`config.mk`:
```
export PLATFORM = sky130hd
export DESIGN_NAME = hazard_tracker
export DESIGN_NICKNAME = d
export VERILOG_FILES = /design/src/rtl/hazard_tracker.sv
export SDC_FILE = /design/constraint.sdc
export NUM_CORES = 1
export LEC_CHECK = 0
export BUFFER_PORTS_ARGS = -buffer_cell sky130_fd_sc_hd__buf_2
export CORE_MARGIN = 3
export CORE_UTILIZATION = 45
export CTS_CLUSTER_DIAMETER = 40
export DETAILED_ROUTE_END_ITERATION = 16
export PLACE_DENSITY = 0.7
export SLEW_MARGIN = 5
export SYNTH_ARGS = -nofsm -noshare
export SYNTH_HDL_FRONTEND = slang
export SYNTH_SLANG_ARGS = --single-unit
export TNS_END_PERCENT = 30
```
`constraint.sdc`:
```
create_clock -name clk -period 8.2 [get_ports clk]
set_clock_uncertainty 0.1 [all_clocks]
set_input_delay 1.64 -clock clk [delete_from_list [all_inputs] [get_ports clk]]
set_output_delay 1.64 -clock clk [all_outputs]
set_load 0.01 [all_outputs]
```
`src/rtl/hazard_tracker.sv`:
```
// ============================================================================
//  hazard_tracker : stall and bypass-select generation for the 5-stage MIPS core
//  Optional stall counter output enabled by defining HAZARD_STALL_CNT_EN.
//  Rev 1.0
// ============================================================================
`default_nettype none

module hazard_tracker #(
  parameter int REG_W  = 5,
  parameter int TNEW_W = 3
`ifdef HAZARD_STALL_CNT_EN
  ,
  parameter int CNT_W  = 32
`endif
) (
  input  logic              clk,
  input  logic              reset,
  input  logic [REG_W-1:0]  D_rs,
  input  logic [REG_W-1:0]  D_rt,
  input  logic              Tuse_rs0,
  input  logic              Tuse_rs1,
  input  logic              Tuse_rt0,
  input  logic              Tuse_rt1,
  input  logic              Tuse_rt2,
  input  logic [REG_W-1:0]  D_A3,
  input  logic              D_RegWrite,
  input  logic [TNEW_W-1:0] D_Tnew,
  output logic              stall,
  output logic [1:0]        fwd_D_rs,
  output logic [1:0]        fwd_D_rt,
  output logic [1:0]        fwd_E_rs,
  output logic [1:0]        fwd_E_rt,
  output logic              fwd_M_rt
`ifdef HAZARD_STALL_CNT_EN
  ,
  output logic [CNT_W-1:0]  stall_cnt
`endif
);

  // Tuse reaches 7 ("unused"), so comparisons need at least 3 bits.
  localparam int CMP_W = (TNEW_W > 3) ? TNEW_W : 3;

  logic [REG_W-1:0]  e_a3_q, e_a3_d, e_rs_q, e_rs_d, e_rt_q, e_rt_d;
  logic              e_we_q, e_we_d;
  logic [TNEW_W-1:0] e_tnew_q, e_tnew_d;
  logic [REG_W-1:0]  m_a3_q, m_a3_d, m_rt_q, m_rt_d;
  logic              m_we_q, m_we_d;
  logic [TNEW_W-1:0] m_tnew_q, m_tnew_d;
  logic [REG_W-1:0]  w_a3_q, w_a3_d;
  logic              w_we_q, w_we_d;

  logic              e_valid, m_valid, w_valid;
  logic [CMP_W-1:0]  tuse_rs, tuse_rt, e_tnew_x, m_tnew_x;

  always_comb begin
    e_valid  = e_we_q && (e_a3_q != '0);
    m_valid  = m_we_q && (m_a3_q != '0);
    w_valid  = w_we_q && (w_a3_q != '0);
    e_tnew_x = CMP_W'(e_tnew_q);
    m_tnew_x = CMP_W'(m_tnew_q);
    tuse_rs  = Tuse_rs0 ? CMP_W'(0) : Tuse_rs1 ? CMP_W'(1) : CMP_W'(7);
    tuse_rt  = Tuse_rt0 ? CMP_W'(0) : Tuse_rt1 ? CMP_W'(1) :
               Tuse_rt2 ? CMP_W'(2) : CMP_W'(7);
  end

  always_comb begin
    stall = (e_valid && (e_a3_q == D_rs) && (e_tnew_x > tuse_rs)) ||
            (m_valid && (m_a3_q == D_rs) && (m_tnew_x > tuse_rs)) ||
            (e_valid && (e_a3_q == D_rt) && (e_tnew_x > tuse_rt)) ||
            (m_valid && (m_a3_q == D_rt) && (m_tnew_x > tuse_rt));
  end

  // Only stages whose result already exists may be selected; newest first.
  always_comb begin
    fwd_D_rs = 2'd0;
    if (e_valid && (e_a3_q == D_rs) && (e_tnew_q == '0))      fwd_D_rs = 2'd3;
    else if (m_valid && (m_a3_q == D_rs) && (m_tnew_q == '0)) fwd_D_rs = 2'd2;
    else if (w_valid && (w_a3_q == D_rs))                     fwd_D_rs = 2'd1;

    fwd_D_rt = 2'd0;
    if (e_valid && (e_a3_q == D_rt) && (e_tnew_q == '0))      fwd_D_rt = 2'd3;
    else if (m_valid && (m_a3_q == D_rt) && (m_tnew_q == '0)) fwd_D_rt = 2'd2;
    else if (w_valid && (w_a3_q == D_rt))                     fwd_D_rt = 2'd1;

    fwd_E_rs = 2'd0;
    if (m_valid && (m_a3_q == e_rs_q) && (m_tnew_q == '0))    fwd_E_rs = 2'd2;
    else if (w_valid && (w_a3_q == e_rs_q))                   fwd_E_rs = 2'd1;

    fwd_E_rt = 2'd0;
    if (m_valid && (m_a3_q == e_rt_q) && (m_tnew_q == '0))    fwd_E_rt = 2'd2;
    else if (w_valid && (w_a3_q == e_rt_q))                   fwd_E_rt = 2'd1;

    fwd_M_rt = w_valid && (w_a3_q == m_rt_q);
  end

  always_comb begin
    e_a3_d   = stall ? '0 : D_A3;
    e_we_d   = stall ? 1'b0 : D_RegWrite;
    e_tnew_d = stall ? '0 : D_Tnew;
    e_rs_d   = stall ? '0 : D_rs;
    e_rt_d   = stall ? '0 : D_rt;
    m_a3_d   = e_a3_q;
    m_we_d   = e_we_q;
    m_tnew_d = (e_tnew_q == '0) ? '0 : e_tnew_q - TNEW_W'(1);
    m_rt_d   = e_rt_q;
    w_a3_d   = m_a3_q;
    w_we_d   = m_we_q;
  end

  always_ff @(posedge clk) begin
    if (reset) begin
      e_a3_q <= '0; e_we_q <= 1'b0; e_tnew_q <= '0; e_rs_q <= '0; e_rt_q <= '0;
      m_a3_q <= '0; m_we_q <= 1'b0; m_tnew_q <= '0; m_rt_q <= '0;
      w_a3_q <= '0; w_we_q <= 1'b0;
    end else begin
      e_a3_q <= e_a3_d; e_we_q <= e_we_d; e_tnew_q <= e_tnew_d;
      e_rs_q <= e_rs_d; e_rt_q <= e_rt_d;
      m_a3_q <= m_a3_d; m_we_q <= m_we_d; m_tnew_q <= m_tnew_d; m_rt_q <= m_rt_d;
      w_a3_q <= w_a3_d; w_we_q <= w_we_d;
    end
  end

`ifdef HAZARD_STALL_CNT_EN
  logic [CNT_W-1:0] stall_cnt_q, stall_cnt_d;

  always_comb begin
    stall_cnt_d = stall ? stall_cnt_q + CNT_W'(1) : stall_cnt_q;
  end

  always_ff @(posedge clk) begin
    if (reset) stall_cnt_q <= '0;
    else       stall_cnt_q <= stall_cnt_d;
  end

  assign stall_cnt = stall_cnt_q;
`endif

endmodule

`default_nettype wire

```
# Word-level counts from Yosys, hierarchy flattened
# Cells that the tools add are included.
[op_classes]
addsub = 1
order_cmp = 4
eq_ne = 11
n_mux = 15
reduce_logical = 34
[op_table]
columns = ["cell", "count"]
rows = [
  ["$eq A5 B5 Y1", 11],
  ["$logic_and A1 B1 Y1", 24],
  ["$mux W3", 5],
  ["$reduce_bool A5 Y1", 3],
  ["$gt A3 B3 Y1", 4],
  ["$mux W2", 6],
  ["$logic_not A3 Y1", 2],
  ["$mux W1", 4],
  ["$reduce_or A2 Y1", 2],
  ["$logic_or A1 B1 Y1", 3],
  ["$sub A3 B1 Y3 const B", 1],
]
[totals]
ff_bits = 39
inputBits = 26

# Longest topological paths before layout
[depth]
word_depth = 8
mapped_depth = 9
ltp_nobuf = 8

# Least setup slack after synthesis
# OpenSTA, ideal clock, no wires.
[synth_path]
kind = "in2out"
startpoint = "in Tuse_rs1"
endpoint = "out stall"
arrival_time_ns = 3.394
slack_ns = 3.066
path_stages = 8
n_path_buf = 1
cell_sequence = "or2_2 ha_1 nor2b_1 o21a_1 o211ai_1 clkbuf_1 nor2_1 or3_1"
[synth_via]
elab_chain_cells = 7
word_cells_on_any_way = 9
cone_classes = "order compare (2); mux (2); reduce/logical (5)"
[synth_rtl]
columns = ["element", "line", "source"]
rows = [
  ["start: declaration", "21", "input logic Tuse_rs1,"],
  ["$mux W3 * (2 in a row)", "61", "tuse_rs = Tuse_rs0 ? CMP_W'(0) : Tuse_rs1 ? CMP_W'(1) : CMP_W'(7);"],
  ["$gt A3 B3 Y1, on equally long branches", "67, 68", ""],
  ["$logic_and A1 B1 Y1, on equally long branches", "67, 68", ""],
  ["$logic_or A1 B1 Y1 *", "67", "stall = (e_valid && (e_a3_q == D_rs) && (e_tnew_x > tuse_rs)) ||"],
  ["$logic_or A1 B1 Y1 *", "68", "(m_valid && (m_a3_q == D_rs) && (m_tnew_x > tuse_rs)) ||"],
  ["$logic_or A1 B1 Y1 *", "69", "(e_valid && (e_a3_q == D_rt) && (e_tnew_x > tuse_rt)) ||"],
  ["end: declaration", "28", "output logic stall,"],
]
# Mark *: on every way between the ends. The rest lies on a longest branch, timed or not.

# Worst setup path after layout
[layout_path]
startpoint = "in Tuse_rt0"
endpoint = "out stall"
[layout_via]
elab_chain_cells = 5
word_cells_on_any_way = 7
cone_classes = "order compare (2); mux (1); reduce/logical (4)"
[layout_rtl]
columns = ["element", "line", "source"]
rows = [
  ["start: declaration", "22", "input logic Tuse_rt0,"],
  ["$mux W3 *", "62", "tuse_rt = Tuse_rt0 ? CMP_W'(0) : Tuse_rt1 ? CMP_W'(1) :"],
  ["$gt A3 B3 Y1", "69", ""],
  ["$logic_and A1 B1 Y1", "69", ""],
  ["$logic_or A1 B1 Y1", "68", ""],
  ["$logic_or A1 B1 Y1 *", "69", ""],
]
# Marks and branches as above.

==> flow_metrics.env <==
export IMPL_rr_worst_depth=5
export IMPL_drcViolationCount=0
export IMPL_met1_length_mm=2.51
export IMPL_holdCritStartpoint="e_tnew_q[0]"
export IMPL_cts_sinks=39
export IMPL_cp_cell_sequence="buf_2, or3_1, ha_1, and3_1, a211oi_1, a22o_1, or3_1, buf_2"
export IMPL_hpwl_mm=4.01
export IMPL_wl_per_cell_um=14.7
export IMPL_gr_total_overflow=0
export IMPL_r2r_end="e_rs_q[4]"
export IMPL_core_area_um2=4940
export IMPL_max_freq_mhz=179
export IMPL_io_buffers=35
export IMPL_p_clk_frac=0.311
export IMPL_post_route_period_util=0.683
export IMPL_grt_first_pass_wirelength_mm=9.34
export IMPL_hold_viol=0
export IMPL_sw_frac_of_total=0.273
export IMPL_seq_area_frac_synth=0.326
export IMPL_cts_buffers=5
export IMPL_intPower_uw=292
export IMPL_vias_per_cell=5.33
export IMPL_rsz0062_at_grt="no"
export IMPL_min_path_type="reg2reg"
export IMPL_synthCells=280
export IMPL_antenna_found_initial=0
export IMPL_final_cells=370
export IMPL_netlist_area_um2=2400
export IMPL_final_layout_size_suffix_gt1_frac=0.162
export IMPL_slew_violations=0
export IMPL_die_h_um=79.0
export IMPL_row_count=25
export IMPL_powerDensity_nw_per_um2=151
export IMPL_hold_depth=1
export IMPL_pwr_share_comb=0.165
export IMPL_r2r_start="e_a3_q[1]"
export IMPL_ys_types=32
export IMPL_cp_required_ps=6460
export IMPL_cts_path_max_buffers=2
export IMPL_crit_family="compound AO/OA/AOI/OAI gates"
export IMPL_crit_fanout=20
export IMPL_ant_nets=0
export IMPL_setup_violations=0
export IMPL_dr_pass1_iters=4
export IMPL_fin_crit_ps=5600
export IMPL_yosysWarnings=0
export IMPL_relSlewSlack=0.490
export IMPL_grt_pass1_vias=1970
export IMPL_hold_buffers=0
export IMPL_layout_nets=342
export IMPL_whs_endpoint="m_tnew_q[0]"
export IMPL_routed_wl_mm=5.43
export IMPL_initial_utilization=0.485
export IMPL_fillCellCount=508
export IMPL_dp_cells=362
export IMPL_final_area_um2=2660
export IMPL_crit_path_max_incr_delay_ps=660
export IMPL_clk_pin_slew_ps=70
export IMPL_rrSetupSlack_ps=5820
export IMPL_crit_type="in2out"
export IMPL_irDropWorstVdd_mv=0.0754
export IMPL_cts_root_buffer="clkbuf_8"
export IMPL_crit_arrival_ps=3860
export IMPL_dr_wl_met3_um=323
export IMPL_critPathLaunchType="primary input"
export IMPL_synthesis_nets=320
export IMPL_clock_latency_ps=290
export IMPL_grt_max_degree=40
export IMPL_cts_tree="done"
export IMPL_final_common_cell="nor2b_1"
export IMPL_critPathCaptureType="primary output"
export IMPL_p_switching_uw=110
export IMPL_cts_setup_buffers=0
export IMPL_antennaDiodeCount=0
export IMPL_htreeDepth=2
export IMPL_die_w_um=79.0
export IMPL_seqPwrFrac=0.524
export IMPL_tns_ps=0
export IMPL_cap_violations=0
export IMPL_die_area_um2=6240
export IMPL_layout_common_cells="nor2b_1 (41), dfxtp_1 (39), buf_2 (35), xor2_1 (34), nor3_1 (25)"
export IMPL_via_count=1973
export IMPL_synth_seq_cells=39
export IMPL_cellLeakagePower_nw=1.18
export IMPL_status="complete, no violations"
export IMPL_drtIter0Drc=122
export IMPL_placed_area_um2=2580
export IMPL_area_growth_pct=10.9
export IMPL_synth_area_per_cell_um2=8.57
export IMPL_top_layer="met4"
export IMPL_post_cts_resized=0
export IMPL_num_io_pins=36
export IMPL_place_congestion=0.812
export IMPL_critPathSlowestCell="a22o_1"
export IMPL_tightest_slew_ps=758
export IMPL_worst_path_buf_inv=2
export IMPL_hold_ws_ps=327
export IMPL_grt_util_all_layers=0.192
export IMPL_wl_met2_mm=2.47
==> sequential cells by signal, indices dropped and copies added (netlist names) <==
signal / flops
e_we_q: 1
m_a3_q: 5
w_we_q: 1
m_tnew_q: 3
e_tnew_q: 3
m_we_q: 1
w_a3_q: 5
m_rt_q: 5
e_rs_q: 5
e_rt_q: 5
e_a3_q: 5
==> worst max-delay path by stage <==
stage | cells after the start | endpoint | from
final | 8 | stall | Tuse_rt0
after global routing | 9 | stall | Tuse_rt0
after CTS | 8 | stall | Tuse_rt0
after detailed placement | 8 | stall | Tuse_rt0
after global placement | 8 | stall | Tuse_rt0
after floorplan | 8 | stall | Tuse_rs1
==> layer usage <==
| metal | track usage | up-vias |
|---|---|---|
| met3 | 0.0454 | 13 |
| met2 | 0.304 | 63 |
| met5 | 0 | - |
| li1 | - | 991 |
| met1 | 0.256 | 906 |
| met4 | 0.0687 | 0 |
==> area by class of cell <==
type | instances | area, um2 | share of cell area
Timing Repair Buffer | 37 | 190 | 0.0715
Clock inverter | 1 | 5.00 | 0.00188
Inverter | 8 | 30.0 | 0.0113
Multi-Input combinational cell | 211 | 1490 | 0.561
Clock buffer | 7 | 76.3 | 0.0287
Tap cell | 67 | 83.8 | 0.0315
Sequential cell | 39 | 781 | 0.294
==> through the flow <==
stage / utilization / power, mW / setup slack [ps]
2_1_floorplan: - / 0.261 / 3070
3_3_place_gp: 0.522 / 0.279 / 2670
3_5_place_dp: 0.522 / 0.281 / 2610
4_1_cts: 0.538 / 0.405 / 2640
5_1_grt: 0.538 / 0.424 / 2470
6_report: 0.538 / 0.402 / 2600
==> power by group through the flow <==
stage / combinational [mW] / clock [mW] / sequential (mW)
after floorplan: 0.0523 / 0 / 0.208
after global placement: 0.0642 / 0 / 0.214
after detailed placement: 0.0664 / 0 / 0.215
after CTS: 0.0668 / 0.127 / 0.210
after global routing: 0.0763 / 0.136 / 0.212
final: 0.0664 / 0.125 / 0.210
==> worst reg2reg max path: cells and delay by family (launching register included) <==
family	cells	cell delay, ps
flops	1	360
simple gates	2	860
compound gates	3	970
==> cells by family after synthesis <==
family,Yosys count,share of synthesized area
buffers and inverters,30,0.0548
and+or+nand+nor,104,0.250
adders and majority gates,14,0.0730
xor gates and xnor gates,55,0.201
muxes,1,0.00417
DFF,39,0.326
AOI/OAI and AO/OA,37,0.0913
==> Yosys cell counts <==
cell       n  area share
a211oi_1   2      0.0063
a21o_1     2      0.0063
a21oi_1    2      0.0042
a22o_1     1      0.0037
a31o_2     1      0.0037
and3_1     3      0.0078
buf_2      3      0.0063
buf_6      2      0.0094
clkbuf_1  17       0.027
dfxtp_1   39        0.33
ha_1      14       0.073
inv_1      8       0.013
mux2i_1    1      0.0042
nand2_1    2      0.0031
nand2b_1   1      0.0026
nand3_1    8       0.017
nor2_1     6      0.0094
nor2b_1   41        0.11
nor3_1    25       0.052
nor4_1     8       0.021
o211ai_1   1      0.0031
o21a_1     1      0.0031
o21ai_0   23       0.048
o21ai_1    1      0.0021
o21ai_2    1      0.0037
o32ai_1    2      0.0073
or2_2      2      0.0052
or3_1      2      0.0052
or4_1      5       0.016
or4_4      1      0.0047
xnor2_1   21       0.077
xor2_1    34        0.12
(Power assumes the default switching activity.)
